<file path="src/rtl/cam_gray_pipe_if.sv">
// cam_gray_pipe_if: raster pixel stream (negative frame sync, pixel valid, RGB565 word).
// master drives the stream, slave receives it.
interface cam_gray_pipe_if;
    logic        vs_n;
    logic        de;
    logic [15:0] data;

    modport master (output vs_n, de, data);
    modport slave  (input  vs_n, de, data);
endinterface

</file>
<file path="src/rtl/cam_gray_pipe.sv">
// cam_gray_pipe: RGB565 -> 8-bit luma, re-packed as grey RGB565 (or binarised when
// CAM_GRAY_THRESHOLD_EN is defined), fixed 3-cycle latency, plus output-side x/y/frame tracking.
module cam_gray_pipe #(
    parameter int unsigned H_RES  = 1280,
    parameter int unsigned V_RES  = 720,
    parameter logic [7:0]  THRESH = 8'd128
) (
    input  logic              I_pxl_clk,
    input  logic              I_rst_n,
    cam_gray_pipe_if.slave    cam,
    cam_gray_pipe_if.master   fb,
    output logic [11:0]       O_x,
    output logic [11:0]       O_y,
    output logic [7:0]        O_frame_cnt,
    output logic              O_frame_err
);

`ifdef CAM_GRAY_THRESHOLD_EN
    localparam bit BIN_EN = 1'b1;
`else
    localparam bit BIN_EN = 1'b0;
`endif

    localparam logic [7:0] COEF [3] = '{8'd77, 8'd150, 8'd29};

    // Channel expansion to 8 bits by replicating the MSBs into the vacated LSBs.
    logic [7:0] rgb8 [3];
    always_comb begin
        rgb8[0] = {cam.data[15:11], cam.data[15:13]};
        rgb8[1] = {cam.data[10:5],  cam.data[10:9]};
        rgb8[2] = {cam.data[4:0],   cam.data[4:2]};
    end

    genvar gi;
    generate
        for (gi = 0; gi < 3; gi++) begin : g_ch
            logic [7:0]  ch_reg;
            logic [15:0] prod_reg;
            always_ff @(posedge I_pxl_clk or negedge I_rst_n) begin
                if (!I_rst_n) begin
                    ch_reg   <= '0;
                    prod_reg <= '0;
                end else begin
                    ch_reg   <= rgb8[gi];
                    prod_reg <= 16'(ch_reg) * 16'(COEF[gi]);
                end
            end
        end
    endgenerate

    logic        s1_de_reg, s1_vs_reg, s2_de_reg, s2_vs_reg, de3_reg, vs3_reg;
    logic [15:0] data_reg, data_next;
    // fill_reg[2] marks that vs3_reg holds a sampled value rather than its reset value,
    // so a low vs_n at reset release is not mistaken for a frame start.
    logic [2:0]  fill_reg;
    logic [11:0] x_cnt_reg, x_cnt_next, y_cnt_reg, y_cnt_next;
    logic [11:0] x_out_reg, x_out_next, y_out_reg, y_out_next;
    logic [7:0]  frame_cnt_reg, frame_cnt_next;
    logic        err_reg, err_next, line_bad_reg, line_bad_next, started_reg, started_next;
    logic [7:0]  y_w;
    logic        fs_w, le_w;

    // Sum of the three weighted channels peaks at 65280, so 16 bits never overflow.
    assign y_w  = 8'((g_ch[0].prod_reg + g_ch[1].prod_reg + g_ch[2].prod_reg) >> 8);
    assign fs_w = fill_reg[2] & vs3_reg & ~s2_vs_reg;
    assign le_w = started_reg & de3_reg & ~s2_de_reg;

    always_comb begin
        data_next      = '0;
        x_cnt_next     = x_cnt_reg;
        y_cnt_next     = y_cnt_reg;
        x_out_next     = x_out_reg;
        y_out_next     = y_out_reg;
        frame_cnt_next = frame_cnt_reg;
        err_next       = err_reg;
        line_bad_next  = line_bad_reg;
        started_next   = started_reg;

        if (s2_de_reg) begin
            if (BIN_EN) data_next = (y_w >= THRESH) ? 16'hFFFF : 16'h0000;
            else        data_next = {y_w[7:3], y_w[7:2], y_w[7:3]};
        end

        if (le_w) begin
            if (x_cnt_reg != 12'(H_RES)) line_bad_next = 1'b1;
            if (y_cnt_reg != 12'hFFF)    y_cnt_next = y_cnt_reg + 12'd1;
            x_cnt_next = '0;
        end

        // Frame start judges the frame just closed, including a line ending this same cycle.
        if (fs_w) begin
            if (started_reg && ((y_cnt_next != 12'(V_RES)) || line_bad_next)) err_next = 1'b1;
            frame_cnt_next = frame_cnt_reg + 8'd1;
            started_next   = 1'b1;
            x_cnt_next     = '0;
            y_cnt_next     = '0;
            line_bad_next  = 1'b0;
        end

        if (s2_de_reg && started_next) begin
            x_out_next = x_cnt_next;
            y_out_next = y_cnt_next;
            if (x_cnt_next != 12'hFFF) x_cnt_next = x_cnt_next + 12'd1;
        end
    end

    always_ff @(posedge I_pxl_clk or negedge I_rst_n) begin
        if (!I_rst_n) begin
            s1_de_reg     <= 1'b0;
            s1_vs_reg     <= 1'b1;
            s2_de_reg     <= 1'b0;
            s2_vs_reg     <= 1'b1;
            de3_reg       <= 1'b0;
            vs3_reg       <= 1'b1;
            data_reg      <= '0;
            fill_reg      <= '0;
            x_cnt_reg     <= '0;
            y_cnt_reg     <= '0;
            x_out_reg     <= '0;
            y_out_reg     <= '0;
            frame_cnt_reg <= '0;
            err_reg       <= 1'b0;
            line_bad_reg  <= 1'b0;
            started_reg   <= 1'b0;
        end else begin
            s1_de_reg     <= cam.de;
            s1_vs_reg     <= cam.vs_n;
            s2_de_reg     <= s1_de_reg;
            s2_vs_reg     <= s1_vs_reg;
            de3_reg       <= s2_de_reg;
            vs3_reg       <= s2_vs_reg;
            data_reg      <= data_next;
            fill_reg      <= {fill_reg[1:0], 1'b1};
            x_cnt_reg     <= x_cnt_next;
            y_cnt_reg     <= y_cnt_next;
            x_out_reg     <= x_out_next;
            y_out_reg     <= y_out_next;
            frame_cnt_reg <= frame_cnt_next;
            err_reg       <= err_next;
            line_bad_reg  <= line_bad_next;
            started_reg   <= started_next;
        end
    end

    assign fb.vs_n     = vs3_reg;
    assign fb.de       = de3_reg;
    assign fb.data     = data_reg;
    assign O_x         = x_out_reg;
    assign O_y         = y_out_reg;
    assign O_frame_cnt = frame_cnt_reg;
    assign O_frame_err = err_reg;

endmodule

</file>
<file path="src/flat_wrapper.sv">
// flat-port wrapper written by rule: the top's interface ports become plain ports
module cam_gray_pipe_flat 
#(
    parameter int unsigned H_RES  = 1280,
    parameter int unsigned V_RES  = 720,
    parameter logic [7:0]  THRESH = 8'd128
)
  (I_pxl_clk, I_rst_n, O_x, O_y, O_frame_cnt, O_frame_err, cam_vs_n, cam_de, cam_data, fb_vs_n, fb_de, fb_data);
  cam_gray_pipe_if cam_i ();
  cam_gray_pipe_if fb_i ();
  input  logic I_pxl_clk;
  input  logic I_rst_n;
  output logic [11:0] O_x;
  output logic [11:0] O_y;
  output logic [7:0] O_frame_cnt;
  output logic O_frame_err;
  input wire logic [$bits(cam_i.vs_n)-1:0] cam_vs_n;
  input wire logic [$bits(cam_i.de)-1:0] cam_de;
  input wire logic [$bits(cam_i.data)-1:0] cam_data;
  output wire logic [$bits(fb_i.vs_n)-1:0] fb_vs_n;
  output wire logic [$bits(fb_i.de)-1:0] fb_de;
  output wire logic [$bits(fb_i.data)-1:0] fb_data;
  assign cam_i.vs_n = cam_vs_n;
  assign cam_i.de = cam_de;
  assign cam_i.data = cam_data;
  assign fb_vs_n = fb_i.vs_n;
  assign fb_de = fb_i.de;
  assign fb_data = fb_i.data;
  cam_gray_pipe #(.H_RES(H_RES), .V_RES(V_RES), .THRESH(THRESH)) u_core (.I_pxl_clk(I_pxl_clk), .I_rst_n(I_rst_n), .cam(cam_i), .fb(fb_i), .O_x(O_x), .O_y(O_y), .O_frame_cnt(O_frame_cnt), .O_frame_err(O_frame_err));
endmodule
</file>
<file path="config.mk">
export PLATFORM = sky130hd
export DESIGN_NAME = cam_gray_pipe_flat
export DESIGN_NICKNAME = d
export VERILOG_FILES = /design/src/rtl/cam_gray_pipe_if.sv /design/src/rtl/cam_gray_pipe.sv /design/src/flat_wrapper.sv
export SDC_FILE = /design/constraint.sdc
export NUM_CORES = 1
export LEC_CHECK = 0
export CELL_PAD_IN_SITES_DETAIL_PLACEMENT = 1
export CELL_PAD_IN_SITES_GLOBAL_PLACEMENT = 1
export CORE_MARGIN = 5
export CORE_UTILIZATION = 51
export CTS_BUF_LIST = sky130_fd_sc_hd__clkbuf_8 sky130_fd_sc_hd__clkbuf_16
export DETAILED_ROUTE_END_ITERATION = 10
export GPL_TIMING_DRIVEN = 0
export HOLD_SLACK_MARGIN = 0.15
export PLACE_DENSITY = 0.83
export RECOVER_POWER = 50
export SYNTH_ARGS = -nofsm -noshare
export SYNTH_HDL_FRONTEND = slang
export SYNTH_SLANG_ARGS = --single-unit
</file>
<file path="constraint.sdc">
create_clock -name I_pxl_clk -period 10.6 [get_ports I_pxl_clk]
set_clock_uncertainty 0.1 [all_clocks]
set_input_delay 2.12 -clock I_pxl_clk [delete_from_list [all_inputs] [get_ports I_pxl_clk]]
set_output_delay 2.12 -clock I_pxl_clk [all_outputs]
set_load 0.05 [all_outputs]
</file>
==> flow_metrics.env <==
export IMPL_critPathRequiredTime_ns=10.77
export IMPL_grt_pass1_vias=6858
export IMPL_routed_via_count=6008
export IMPL_finish_utilization=0.619
export IMPL_power_density_nw_per_um2=254
export IMPL_netlist_area_sq_um=8160
export IMPL_first_pass_iters=5
export IMPL_cts_buffer_depth=2
export IMPL_cts_root_buf="clkbuf_16"
export IMPL_die_area_sq_um=18600
export IMPL_routed_wl_mm=20.7
export IMPL_drc_errors=0
export IMPL_avgSynthCellArea_sq_um=11.0
export IMPL_ys_flop_type="dfrtp_1"
export IMPL_cts_tree="built"
export IMPL_hold_buffers=0
export IMPL_drt_iter0_drc=207
export IMPL_use_met1=0.269
export IMPL_clk_latency_ns=0.42
export IMPL_io_buffers=70
export IMPL_cts_buffers=17
export IMPL_start_kind="flip-flop"
export IMPL_synth_edff_count=0
export IMPL_clkTransAtPathRegs_ns=0.06
export IMPL_layout_drive_gt1_share=0.0699
export IMPL_finalHoldViolCount=0
export IMPL_grt_pass1_wl_mm=34.8
export IMPL_tns_ns=0
export IMPL_setup_viol=0
export IMPL_end_kind="flip-flop"
export IMPL_max_cap_violations=1
export IMPL_ir_drop_mv=0.171
export IMPL_crit_slowest_cell="fa_1"
export IMPL_rsz0062_at_grt="no"
export IMPL_seqCellArea_sq_um=3330
export IMPL_cts_resized=0
export IMPL_syn_inst=741
export IMPL_multi_input_area_sq_um=4450
export IMPL_grt_max_degree=88
export IMPL_crit_arrival_ns=4.50
export IMPL_gp_congestion=0.892
export IMPL_met3_usage=0.0396
export IMPL_fin_crit_ns=4.33
export IMPL_cp_common_cell="ha_1"
export IMPL_largest_reg_flops=43
export IMPL_io_pins=71
export IMPL_violations="max-capacitance violations, max-slew violations"
export IMPL_grt_remaining_overflow=0
export IMPL_p_leak_nw=4.67
export IMPL_row_count=46
export IMPL_area_delta_synth_final_pct=19.7
export IMPL_yosysSeqAreaShare=0.408
export IMPL_dieHeight_um=136
export IMPL_ys_async_sr_fraction=1.00
export IMPL_synth_distinct_cells=63
export IMPL_slew_limit_headroom=-0.819
export IMPL_finalCritPeriodShare=0.408
export IMPL_core_area_sq_um=15800
export IMPL_start_util=0.517
export IMPL_status="finished with violations"
export IMPL_fp_dieW_um=136
export IMPL_avgViaCountPerCell=5.66
export IMPL_fill_cells=1700
export IMPL_design_area_sq_um=9760
export IMPL_hold_class="reg -> reg"
export IMPL_worst_pin_slew_ns=2.73
export IMPL_track_usage=0.242
export IMPL_synth_seq_cells=133
export IMPL_gr_max_usage_layer="met2"
export IMPL_cts_sinks=133
export IMPL_finalMaxSlewViolations=47
export IMPL_crit_chain="ha_1, ha_1, inv_1, fa_1, inv_1, fa_1, ha_1, a21oi_1, o21ai_0, a211o_1, a2111oi_0, nor3_1"
export IMPL_syn_nets=912
export IMPL_nets=1002
export IMPL_worst_path_max_fanout=8
export IMPL_cts_setup_buffers=0
export IMPL_antenna_found_initial=1
export IMPL_worst_setup_path_type="reg -> reg"
export IMPL_dp_hpwl_mm=15.2
export IMPL_fmax_mhz=231
export IMPL_ant_nets=0
export IMPL_yosys_warnings=0
export IMPL_post_dp_cell_area_sq_um=9160
export IMPL_avgRoutedWirePerCell_um=19.5
export IMPL_cts_htree_levels=4
export IMPL_max_stage_delay_ns=0.55
export IMPL_use_met2=0.453
where the power goes:
part / switching, mW / leakage [nW] / internal, mW / total, mW
clock: 0.222 / 0.307 / 0.398 / 0.620
combinational: 0.678 / 2.71 / 0.470 / 1.15
sequential: 0.0947 / 1.66 / 0.615 / 0.709
metrics by stage:
| stage | total power, mW | worst slack [ns] | hold WS (ns) | cells |
|---|---|---|---|---|
| floorplan | 1.47 | 6.95 | 0.231 | 741 |
| global placement | 1.71 | 2.19 | 0.233 | 1027 |
| detailed placement | 1.81 | 6.45 | 0.246 | 1028 |
| CTS | 2.50 | 6.32 | 0.258 | 1060 |
| global route | 2.63 | 5.79 | 0.274 | 1061 |
| finish | 2.48 | 6.27 | 0.254 | 1061 |
cells by family after synthesis:
logic type	synth area share
adder cells (fa/ha/maj)	0.266
XOR/XNOR	0.0483
AND/OR/NAND/NOR	0.130
multiplexers	0.0181
buffers and inverters	0.0448
flip-flops	0.408
AO/OA/AOI/OAI	0.0842
other	0.000460
critical path, delay by kind of cell (launching register included):
family,cells,cell delay [ns]
AND/OR/NAND/NOR,1,0.15
flip-flops,1,0.49
adder cells (fa/ha/maj),5,2.01
AO/OA/AOI/OAI,4,1.32
buffers and inverters,2,0.12
path summary, 6_finish.rpt:
check	to	slack (ns)	depth (start not counted)	from
max in group asynchronous	u_core.g_ch[0].prod_reg[8]	6.38	1	I_rst_n
max	u_core.g_ch[1].prod_reg[15]	6.27	12	u_core.g_ch[1].ch_reg[6]
min	u_core.fill_reg[2]	0.25	0	u_core.fill_reg[1]
max reg2reg	u_core.g_ch[1].prod_reg[15]	6.27	12	u_core.g_ch[1].ch_reg[6]
min reg2reg	u_core.fill_reg[2]	0.25	0	u_core.fill_reg[1]
min in group asynchronous	u_core.fb.data[11]	2.46	1	I_rst_n
layer usage:
layer / wire length [um] / share of wire
met1: 7900 / 0.38
met2: 11400 / 0.55
met3: 715 / 0.035
met4: 689 / 0.033
met5: 0 / 0
Yosys cell counts (8+ instances only):
master	number	area [sq um]
dfrtp_1	130	3250
nor3_1	17	85.1
xnor2_1	31	272
a21oi_1	19	95.1
mux2i_1	10	100
a21o_1	13	97.6
nor2_1	44	165
xor2_1	14	123
ha_1	114	1430
buf_4	10	75.1
inv_1	61	229
fa_1	37	741
nand2_1	73	274
and3_1	8	50.1
o21ai_0	28	140
clkbuf_1	8	30.0
nand4_1	8	50.1
nand3_1	10	50.1
nor4_1	9	56.3
o31ai_1	12	90.1
placed cells by master, fill, tap and decap left out, types with 13 or more instances in the layout:
| cell type | n |
|---|---|
| a21oi_1 | 19 |
| a21o_1 | 13 |
| clkdlybuf4s50_1 | 51 |
| inv_1 | 62 |
| fa_1 | 37 |
| xnor2_1 | 31 |
| dlygate4sd3_1 | 18 |
| ha_1 | 114 |
| clkbuf_16 | 17 |
| dfrtp_1 | 130 |
| xor2_1 | 14 |
| nor2_1 | 44 |
| o21ai_0 | 29 |
| nand2_1 | 73 |
| nor3_1 | 17 |
area by class of cell:
cell class              instances  share of cell area
diodes                          1            0.000256
plain buffers                  22              0.0140
clock inverters                14              0.0190
well taps                     216              0.0277
inverters                      61              0.0235
clock buffers                  18              0.0450
multi-input cells             525               0.455
flip-flops and latches        133               0.341
repair buffers                 71              0.0740
Power figures use the tool's default switching activity.
